--- src/rtl/id_stage.sv ---
// rtl/id_stage.sv - RV32I decode/operand-select stage feeding the integer ALU (option macro: ID_WB_BYPASS_EN)
module id_stage #(
  parameter int CNT_W = 8
) (
  input  logic             clk,
  input  logic             rst_n,
  input  logic             flush,
  input  logic             in_valid,
  output logic             in_ready,
  input  logic [31:0]      in_instr,
  input  logic [31:0]      in_pc,
  output logic [4:0]       rs1_addr,
  output logic [4:0]       rs2_addr,
  input  logic [31:0]      rs1_data,
  input  logic [31:0]      rs2_data,
  input  logic             wb_en,
  input  logic [4:0]       wb_rd,
  input  logic [31:0]      wb_data,
  output logic             out_valid,
  input  logic             out_ready,
  output logic [31:0]      out_x,
  output logic [31:0]      out_y,
  output logic [2:0]       out_funct3,
  output logic [6:0]       out_funct7,
  output logic [4:0]       out_rd,
  output logic             out_we,
  output logic             out_illegal,
  output logic [CNT_W-1:0] illegal_cnt
);

  localparam logic [6:0] OPC_OP     = 7'b0110011;
  localparam logic [6:0] OPC_OP_IMM = 7'b0010011;
  localparam logic [6:0] OPC_LUI    = 7'b0110111;
  localparam logic [6:0] OPC_AUIPC  = 7'b0010111;

  logic [6:0]  opcode;
  logic [2:0]  funct3;
  logic [6:0]  funct7;
  logic [4:0]  rd;
  logic [31:0] rs1_val;
  logic [31:0] rs2_val;
  logic        accept;

  logic [31:0] dec_x;
  logic [31:0] dec_y;
  logic [2:0]  dec_f3;
  logic [6:0]  dec_f7;
  logic        dec_legal;

  assign opcode   = in_instr[6:0];
  assign rd       = in_instr[11:7];
  assign funct3   = in_instr[14:12];
  assign funct7   = in_instr[31:25];
  assign rs1_addr = in_instr[19:15];
  assign rs2_addr = in_instr[24:20];

  // A stalled output register blocks new input; a consumed one frees the slot this cycle.
  assign in_ready = !out_valid || out_ready;
  assign accept   = in_valid && in_ready && !flush;

`ifdef ID_WB_BYPASS_EN
  // Forward the in-flight writeback; x0 never matches because wb_rd must be nonzero.
  always_comb begin
    rs1_val = (rs1_addr == 5'd0) ? 32'd0 : rs1_data;
    rs2_val = (rs2_addr == 5'd0) ? 32'd0 : rs2_data;
    if (wb_en && (wb_rd != 5'd0) && (wb_rd == rs1_addr)) rs1_val = wb_data;
    if (wb_en && (wb_rd != 5'd0) && (wb_rd == rs2_addr)) rs2_val = wb_data;
  end
`else
  logic unused_wb;
  assign unused_wb = ^{wb_en, wb_rd, wb_data};

  // Operands come straight from the regfile, with x0 forced to zero.
  always_comb begin
    rs1_val = (rs1_addr == 5'd0) ? 32'd0 : rs1_data;
    rs2_val = (rs2_addr == 5'd0) ? 32'd0 : rs2_data;
  end
`endif

  // Decode into the ALU's operand/function encoding; illegal encodings collapse to all-zero.
  always_comb begin
    dec_x     = 32'd0;
    dec_y     = 32'd0;
    dec_f3    = 3'd0;
    dec_f7    = 7'd0;
    dec_legal = 1'b0;
    case (opcode)
      OPC_OP: begin
        dec_x     = rs1_val;
        dec_y     = rs2_val;
        dec_f3    = funct3;
        dec_f7    = funct7;
        dec_legal = (funct7 == 7'd0) ||
                    ((funct7 == 7'h20) && ((funct3 == 3'b000) || (funct3 == 3'b101)));
      end
      OPC_OP_IMM: begin
        dec_x  = rs1_val;
        dec_y  = {{20{in_instr[31]}}, in_instr[31:20]};
        dec_f3 = funct3;
        // Only shifts carry funct7 through; otherwise ADDI with imm[11:5]=0x20 would read as SUB.
        dec_f7 = (funct3 == 3'b101) ? funct7 : 7'd0;
        case (funct3)
          3'b001:  dec_legal = (funct7 == 7'd0);
          3'b101:  dec_legal = (funct7 == 7'd0) || (funct7 == 7'h20);
          default: dec_legal = 1'b1;
        endcase
      end
      OPC_LUI: begin
        dec_y     = {in_instr[31:12], 12'd0};
        dec_legal = 1'b1;
      end
      OPC_AUIPC: begin
        dec_x     = in_pc;
        dec_y     = {in_instr[31:12], 12'd0};
        dec_legal = 1'b1;
      end
      default: dec_legal = 1'b0;
    endcase
    if (!dec_legal) begin
      dec_x  = 32'd0;
      dec_y  = 32'd0;
      dec_f3 = 3'd0;
      dec_f7 = 7'd0;
    end
  end

  // Output register with valid/ready handshake, flush kill and saturating illegal counter.
  always_ff @(posedge clk) begin
    if (!rst_n) begin
      out_valid   <= 1'b0;
      out_x       <= 32'd0;
      out_y       <= 32'd0;
      out_funct3  <= 3'd0;
      out_funct7  <= 7'd0;
      out_rd      <= 5'd0;
      out_we      <= 1'b0;
      out_illegal <= 1'b0;
      illegal_cnt <= '0;
    end else if (flush) begin
      out_valid <= 1'b0;
    end else if (accept) begin
      out_valid   <= 1'b1;
      out_x       <= dec_x;
      out_y       <= dec_y;
      out_funct3  <= dec_f3;
      out_funct7  <= dec_f7;
      out_rd      <= rd;
      out_we      <= dec_legal && (rd != 5'd0);
      out_illegal <= !dec_legal;
      if (!dec_legal && (illegal_cnt != {CNT_W{1'b1}})) begin
        illegal_cnt <= illegal_cnt + CNT_W'(1);
      end
    end else if (out_ready) begin
      out_valid <= 1'b0;
    end
  end

endmodule
--- config.mk ---
export PLATFORM = sky130hd
export DESIGN_NAME = id_stage
export DESIGN_NICKNAME = d
export VERILOG_FILES = /design/src/rtl/id_stage.sv
export SDC_FILE = /design/constraint.sdc
export NUM_CORES = 1
export LEC_CHECK = 0
export ABC_CLOCK_PERIOD_IN_PS = 6000
export CAP_MARGIN = 20
export CORE_ASPECT_RATIO = 0.7
export CORE_MARGIN = 4
export CORE_UTILIZATION = 38
export CTS_CLUSTER_DIAMETER = 30
export CTS_CLUSTER_SIZE = 20
export DETAILED_ROUTE_END_ITERATION = 7
export GPL_TIMING_DRIVEN = 0
export PLACE_DENSITY_LB_ADDON = 0.1
export SYNTH_ARGS = -nofsm -noshare
export SYNTH_HDL_FRONTEND = slang
export SYNTH_SLANG_ARGS = --single-unit
export TNS_END_PERCENT = 100
--- constraint.sdc ---
create_clock -name clk -period 6 [get_ports clk]
set_input_delay 0.6 -clock clk [delete_from_list [all_inputs] [get_ports clk]]
set_output_delay 0.6 -clock clk [all_outputs]
set_load 0.01 [all_outputs]
==> results.yml, run 1 <==
setup_path:
  worstPathRequired_ns: 6.25
  worstPathCellList: "clkdlybuf4s50_1, nor3b_1, clkbuf_1, clkbuf_1, nor2_1, nor3_1"
  r2r_end: "out_x[5]$_SDFFE_PN0P_"
  regToRegSetupSlack_ns: 3.43
  startpoint_type: "input port"
  r2r-start: "out_valid$_SDFFE_PP0P_"
  end_kind: "register"
  arrival_ns: 3.14
  worstSetupPathType: "input port to register"
  cpMostUsedCell: "clkbuf_1"
  slowest_delay_ns: 0.79
  critPathSlowestCell: "nor3b_1"
  crit_fanout: 10
  rr_worst_depth: 6
route:
  wl_met2_um: 7008
  wirelength_um: 15200
  routed_via_density: 5.502
  drc: 0
  wl_met3_um: 1593
  ant_nets: 0
  first_iter_violations: 294
  drt_pre_antenna_iters: 4
  m1WireLength_um: 6259
  vias: 4484
  top_layer_used: "met4"
  wl_per_cell_um: 18.64
clock_tree:
  htree_num_levels: 3
  cts-root-buf: "clkbuf_16"
  clkSinkCount: 90
  clkTransAtPathRegs_ns: 0.06
  cts_tree: "done"
  clock_latency_ns: 0.33
  cts_hold_buffers: 0
  post_cts_resized: 0
  postCtsSetupRepairBufs: 0
  clk_path_buf_depth: 2
  cts_buffers: 9
synth:
  yosys_most_used_dff: "dfxtp_1"
  syn_area_per_cell_um2: 8.804
  synth.most_common_cell: "dfxtp_1"
  syn_area_mm2: 0.003856
  yosysTopAreaCell: "dfxtp_1"
  synth.yosys.warnings: 0
  synth_nets: 610
  synth-edff-count: 0
  ys_ff_latch: 90
  synth_area_leaders: "dfxtp_1 (47%), a221oi_1 (13%), nor3_1 (6.6%)"
  syn_inst: 438
  netlist-cell-type-count: 45
  ys_seq_area_share_pct: 46.72
  synth_common_cells: "dfxtp_1 (90), nor2_1 (66), a221oi_1 (56)"
  synth_top_cell_area_share_pct: 46.72
  async_flop_share_pct: 0
timing:
  worst_pin_slew_ns: 0.9500
  slew_headroom_pct: 36.53
  clock.fmax_mhz: 345.7
  setup_viol: 0
  hold_violations: 0
  finClkSkew_ns: 0.006288
  timing.final.crit_share_pct: 48.21
  finalMaxSlewViolations: 0
  fin_setup_tns_ns: 0
  whs_ns: 0.4580
  rsz0062_at_grt: "no"
  min_period_ns: 2.893
floorplan:
  core_mm2: 0.009797
  start_util_pct: 39.36
  rows: 30
  fp.dieH_um: 92.28
  ios: 272
  fp.dieW_um: 128.4
  die_area_mm2: 0.01185
run_status:
  outcome: "finished clean"
pwr:
  p_int_w: 0.001126
  cellPowerDensity_mw_per_mm2: 223.1
  switching_share_pct: 24.15
  p_switching_w: 0.0003585
  max-vdd-ir-drop_uv: 150.7
  p_comb_share_pct: 18.4
  p_seq_share_pct: 42.6
  p_clk_share_pct: 39.0
  leakagePower_nw: 2.368
placement:
  io_buffers: 233
  dp_hpwl_um: 11970
  place_congestion: 0.8710
grt:
  grt-ovfl-total: 0
  grt_usage_pct: 24.86
  grt_antenna_before_repair: 0
  grt_pass1_wl_um: 23130
  grt_pass1_vias: 4359
  grt_max_degree: 15
cells_and_area:
  fin_nets: 854
  drive_gt1_share_pct: 6.841
  final_core_util_pct: 67.93
  fillers: 839
  area_growth_syn_to_layout_pct: 72.58
  n_antenna_cell: 0
worst_hold_path:
  hold_class: "register to register"
  min_delay_worst_endpoint: "out_y[6]$_SDFFE_PN0P_"
  holdCritStartpoint: "out_y[6]$_SDFFE_PN0P_"
  whs_path_depth: 2
flow_run:
  cap_violations: 0
cells by family after synthesis:
group,after synthesis,share of synthesized area (%)
compound gates,103,21.48
buf+inv,51,6.489
simple gates,191,24.53
flops,90,46.72
fa+ha+maj,1,0.3244
xor+xnor,2,0.4543
worst max-delay path: cells and delay by family:
kind	cells	cell delay [ns]
buffers and inverters	3	1.49
AND/OR/NAND/NOR	3	1.05
sequential cells by signal, indices dropped and copies added, names as in the netlist:
register / flops
out_x: 32
out_y: 32
illegal_cnt: 8
out_funct7: 7
out_rd: 5
out_funct3: 3
out_illegal: 1
out_valid: 1
out_we: 1
layout by cell type (no fill, tap or decap), types with 2 or more instances in the layout:
master           netlist  layout
clkbuf_8               0       2
buf_1                  2       2
buf_6                  2       2
a22oi_1               10      10
clkdlybuf4s50_1        0     233
or2_2                  2       2
nor2b_1                4       4
nor2_1                66      66
buf_2                  5       5
buf_4                 10      10
a21oi_1               10      10
dfxtp_1               90      90
nor4_1                 2       2
or3_1                  3       3
and2_1                 2       2
nand3_1                5       5
nand2_1               26      26
nor3b_1                2       2
a21boi_0               3       3
clkbuf_1              28      30
nand4_1                2       2
and3_1                 8       8
o21ai_0               11      11
nor3_1                51      51
inv_1                  4       4
a221oi_1              56      56
nor3_2                 9       9
o31ai_1                2       2
clkbuf_16              0       9
or4_1                  5       5
worst max path at each step:
stage                       startpoint                     end  slack [ns]  depth (start not counted)
after global placement       out_ready  out_y[27]$_SDFFE_PN0P_        2.89                          7
after CTS                     in_valid  out_y[19]$_SDFFE_PN0P_        3.13                          6
final                         in_valid   out_x[5]$_SDFFE_PN0P_        3.11                          6
after floorplan           in_instr[25]  out_x[27]$_SDFFE_PN0P_        3.70                          8
after detailed placement      in_valid  out_y[19]$_SDFFE_PN0P_        2.79                          6
after global routing          in_valid  out_rd[0]$_SDFFE_PN0P_        2.92                          6
stage by stage:
| step | std cells | power, W | setup WS (ns) | instance area (um^2) |
|---|---|---|---|---|
| after floorplan | 438 | 0.0007421 | 3.703 | 3856 |
| after global routing | 815 | 0.001548 | 2.923 | 6655 |
| final | 815 | 0.001484 | 3.107 | 6655 |
| after CTS | 815 | 0.001493 | 3.128 | 6655 |
| after global placement | 799 | 0.0009105 | 2.891 | 6349 |
| after detailed placement | 799 | 0.0009173 | 2.788 | 6349 |
area by class of cell:
type                            count  area (um^2)  share of cell area (%)
Buffer                             47        235.2                   3.535
Timing Repair Buffer              233         2332                   35.04
Multi-Input combinational cell    297         1804                   27.11
Tap cell                          128        160.2                   2.406
Inverter                            4        15.01                  0.2256
Clock buffer                       13        260.3                   3.911
Clock inverter                      3        46.29                  0.6956
Sequential cell                    90         1802                   27.07
layer usage:
metal	up-vias	global-route usage, %
li1	2112	-
met1	2122	31.08
met2	223	39.64
met3	27	9.430
met4	0	7.597
met5	-	0
power groups by stage:
stage	combinational, W	clock [W]	sequential (W)
floorplan	0.0000866	0	0.000656
finish	0.000273	0.000579	0.000632
CTS	0.000273	0.000588	0.000632
detailed placement	0.000272	0	0.000646
global placement	0.000266	0	0.000645
global route	0.000294	0.000619	0.000635
(Power assumes the default switching activity.)
==> run 2: changes to the inputs <==
--- a/config.mk
+++ b/config.mk
@@ -5,11 +5,11 @@
 export SDC_FILE = /design/constraint.sdc
 export NUM_CORES = 1
 export LEC_CHECK = 0
-export ABC_CLOCK_PERIOD_IN_PS = 6000
+export ABC_CLOCK_PERIOD_IN_PS = 2860
 export CAP_MARGIN = 20
 export CORE_ASPECT_RATIO = 0.7
 export CORE_MARGIN = 4
-export CORE_UTILIZATION = 38
+export CORE_UTILIZATION = 35
 export CTS_CLUSTER_DIAMETER = 30
 export CTS_CLUSTER_SIZE = 20
 export DETAILED_ROUTE_END_ITERATION = 7
==> constraint.sdc (replaced) <==
create_clock -name clk -period 2.86 [get_ports clk]
set_input_delay 0.286 -clock clk [delete_from_list [all_inputs] [get_ports clk]]
set_output_delay 0.286 -clock clk [all_outputs]
set_load 0.01 [all_outputs]
==> results.yml, run 2 (same netlist as run 1, synthesis figures left out) <==
cells_and_area:
  fillers: 882
  final_common_cell: "clkdlybuf4s50_1"
  reg_top3: "out_x: 32 flops, out_y: 32 flops, illegal_cnt: 8 flops"
  fin_nets: 854
  area_growth_syn_to_layout_pct: 73.82
  final_cells: 835
  n_antenna_cell: 0
  fin_area_mm2: 0.006703
  drive_gt1_share_pct: 7.132
  final_cell_mix: "clkdlybuf4s50_1 (233), dfxtp_1 (90), nor2_1 (66)"
floorplan:
  start_util_pct: 36.55
  core_mm2: 0.01055
  ios: 272
  die_area_mm2: 0.01279
  fp.dieH_um: 95.82
  rows: 31
  fp.dieW_um: 133.5
setup_path:
  cpMostUsedCell: "buf_6"
  path_depth: 9
  worstPathCellList: "clkdlybuf4s50_1, or4_4, nor3_1, a221oi_2, o21ai_4, nand2_2, buf_6, buf_6, nor3_2"
  crit_family: "simple AND/OR/NAND/NOR gates"
  slowest_delay_ns: 0.61
  critPathSlowestCell: "or4_4"
  startpoint_type: "input port"
  regToRegSetupSlack_ns: 0.34
  end_kind: "register"
  rr_worst_depth: 6
  r2r_end: "out_x[9]$_SDFFE_PN0P_"
  worstSetupPathType: "input port to register"
  r2r-start: "out_valid$_SDFFE_PP0P_"
  crit_fanout: 10
  critPathCapture: "out_y[3]$_SDFFE_PN0P_"
  worstPathRequired_ns: 3.12
  crit_start: "in_instr[25]"
  arrival_ns: 2.83
  crit_buf_inv: 3
route:
  wl_per_cell_um: 18.01
  ant_nets: 0
  drt_pre_antenna_iters: 4
  drc: 0
  wirelength_um: 15040
  routed_via_density: 5.260
  first_iter_violations: 191
  vias: 4392
clock_tree:
  postCtsSetupRepairBufs: 0
  clkTransAtPathRegs_ns: 0.06
  post_cts_resized: 0
  cts-root-buf: "clkbuf_16"
  clock_latency_ns: 0.33
  cts_hold_buffers: 0
  htree_num_levels: 3
  clk_path_buf_depth: 2
  cts_buffers: 9
  cts_tree: "done"
  clkSinkCount: 90
placement:
  placed_cell_area_mm2: 0.006374
  pre_cts_ws_ns: -0.04345
  place_inst: 819
  dp_hpwl_um: 12040
  place_congestion: 0.8925
  io_buffers: 233
pwr:
  p_switching_w: 0.0007601
  switching_share_pct: 23.88
  p_seq_share_pct: 41.7
  finalPower_w: 0.003184
  cellPowerDensity_mw_per_mm2: 475.0
  p_comb_share_pct: 17.9
  max-vdd-ir-drop_uv: 307.4
  p_clk_share_pct: 40.4
  p_int_w: 0.002424
  leakagePower_nw: 2.380
flow_run:
  cap_violations: 0
run_status:
  outcome: "finished clean"
grt:
  grt_max_degree: 16
  grt_pass1_wl_um: 22840
  grt_pass1_vias: 4354
  grt_antenna_before_repair: 0
  grt-ovfl-total: 0
  grt_usage_pct: 22.64
timing:
  timing.final.crit_share_pct: 89.83
  worst_pin_slew_ns: 0.8801
  setup_viol: 0
  fin_ws_ns: 0.2908
  clock.fmax_mhz: 389.2
  finalMaxSlewViolations: 0
  slew_headroom_pct: 41.20
  hold_violations: 0
  whs_ns: 0.4650
  rsz0062_at_grt: "no"
  finClkSkew_ns: 0.004336
  min_period_ns: 2.569
worst_hold_path:
  hold_class: "register to register"
-- run 2: metal layers --
| metal | share of wire [%] | track usage, % | vias to the layer above |
|---|---|---|---|
| li1 | - | - | 2116 |
| met1 | 44 | 28.42 | 2098 |
| met2 | 47 | 38.39 | 170 |
| met3 | 7.9 | 7.628 | 8 |
| met4 | 0.79 | 4.795 | 0 |
| met5 | 0 | 0 | - |
-- run 2: cell type report --
class                           count  area [um^2]  area share, %
Buffer                             47        235.2          3.509
Tap cell                          148        185.2          2.763
Timing Repair Buffer              233         2332          34.80
Sequential cell                    90         1802          26.88
Multi-Input combinational cell    297         1804          26.92
Inverter                            4        15.01         0.2240
Clock buffer                       10        239.0          3.565
Clock inverter                      6        90.09          1.344
-- run 2: worst min-delay path by stage --
| stage | startpoint | end | cells past startpoint | slack [ns] |
|---|---|---|---|---|
| 6_report | out_y[8]$_SDFFE_PN0P_ | out_y[8]$_SDFFE_PN0P_ | 2 | 0.46 |
| 5_1_grt | out_rd[3]$_SDFFE_PN0P_ | out_rd[3]$_SDFFE_PN0P_ | 2 | 0.48 |
| 4_1_cts | out_rd[3]$_SDFFE_PN0P_ | out_rd[3]$_SDFFE_PN0P_ | 2 | 0.47 |
| 3_5_place_dp | out_y[8]$_SDFFE_PN0P_ | out_y[8]$_SDFFE_PN0P_ | 2 | 0.46 |
| 3_3_place_gp | out_funct7[5]$_SDFFE_PN0P_ | out_funct7[5]$_SDFFE_PN0P_ | 2 | 0.44 |
| 2_1_floorplan | flush | out_valid$_SDFFE_PP0P_ | 1 | 0.36 |
-- run 2: metrics by stage --
step / setup TNS (ns) / util, %
6_report: 0 / 63.53
5_1_grt: 0 / 63.53
4_1_cts: 0 / 63.53
3_5_place_dp: -0.3689 / 60.41
3_3_place_gp: 0 / 60.41
2_1_floorplan: 0 / -
-- run 2: power groups by stage --
| stage | Clock, W | Combinational (W) | Sequential [W] |
|---|---|---|---|
| after global placement | 0 | 0.000560 | 0.00135 |
| after detailed placement | 0 | 0.000568 | 0.00136 |
| after global routing | 0.00137 | 0.000612 | 0.00133 |
| after floorplan | 0 | 0.000182 | 0.00138 |
| after CTS | 0.00131 | 0.000571 | 0.00133 |
| final | 0.00129 | 0.000569 | 0.00133 |
-- run 2: worst min-delay path, delay by kind of cell, from the launching register on --
| family | cells | cell delay [ns] |
|---|---|---|
| DFF | 1 | 0.33 |
| AOI/OAI and AO/OA | 1 | 0.06 |
| and+or+nand+nor | 1 | 0.04 |
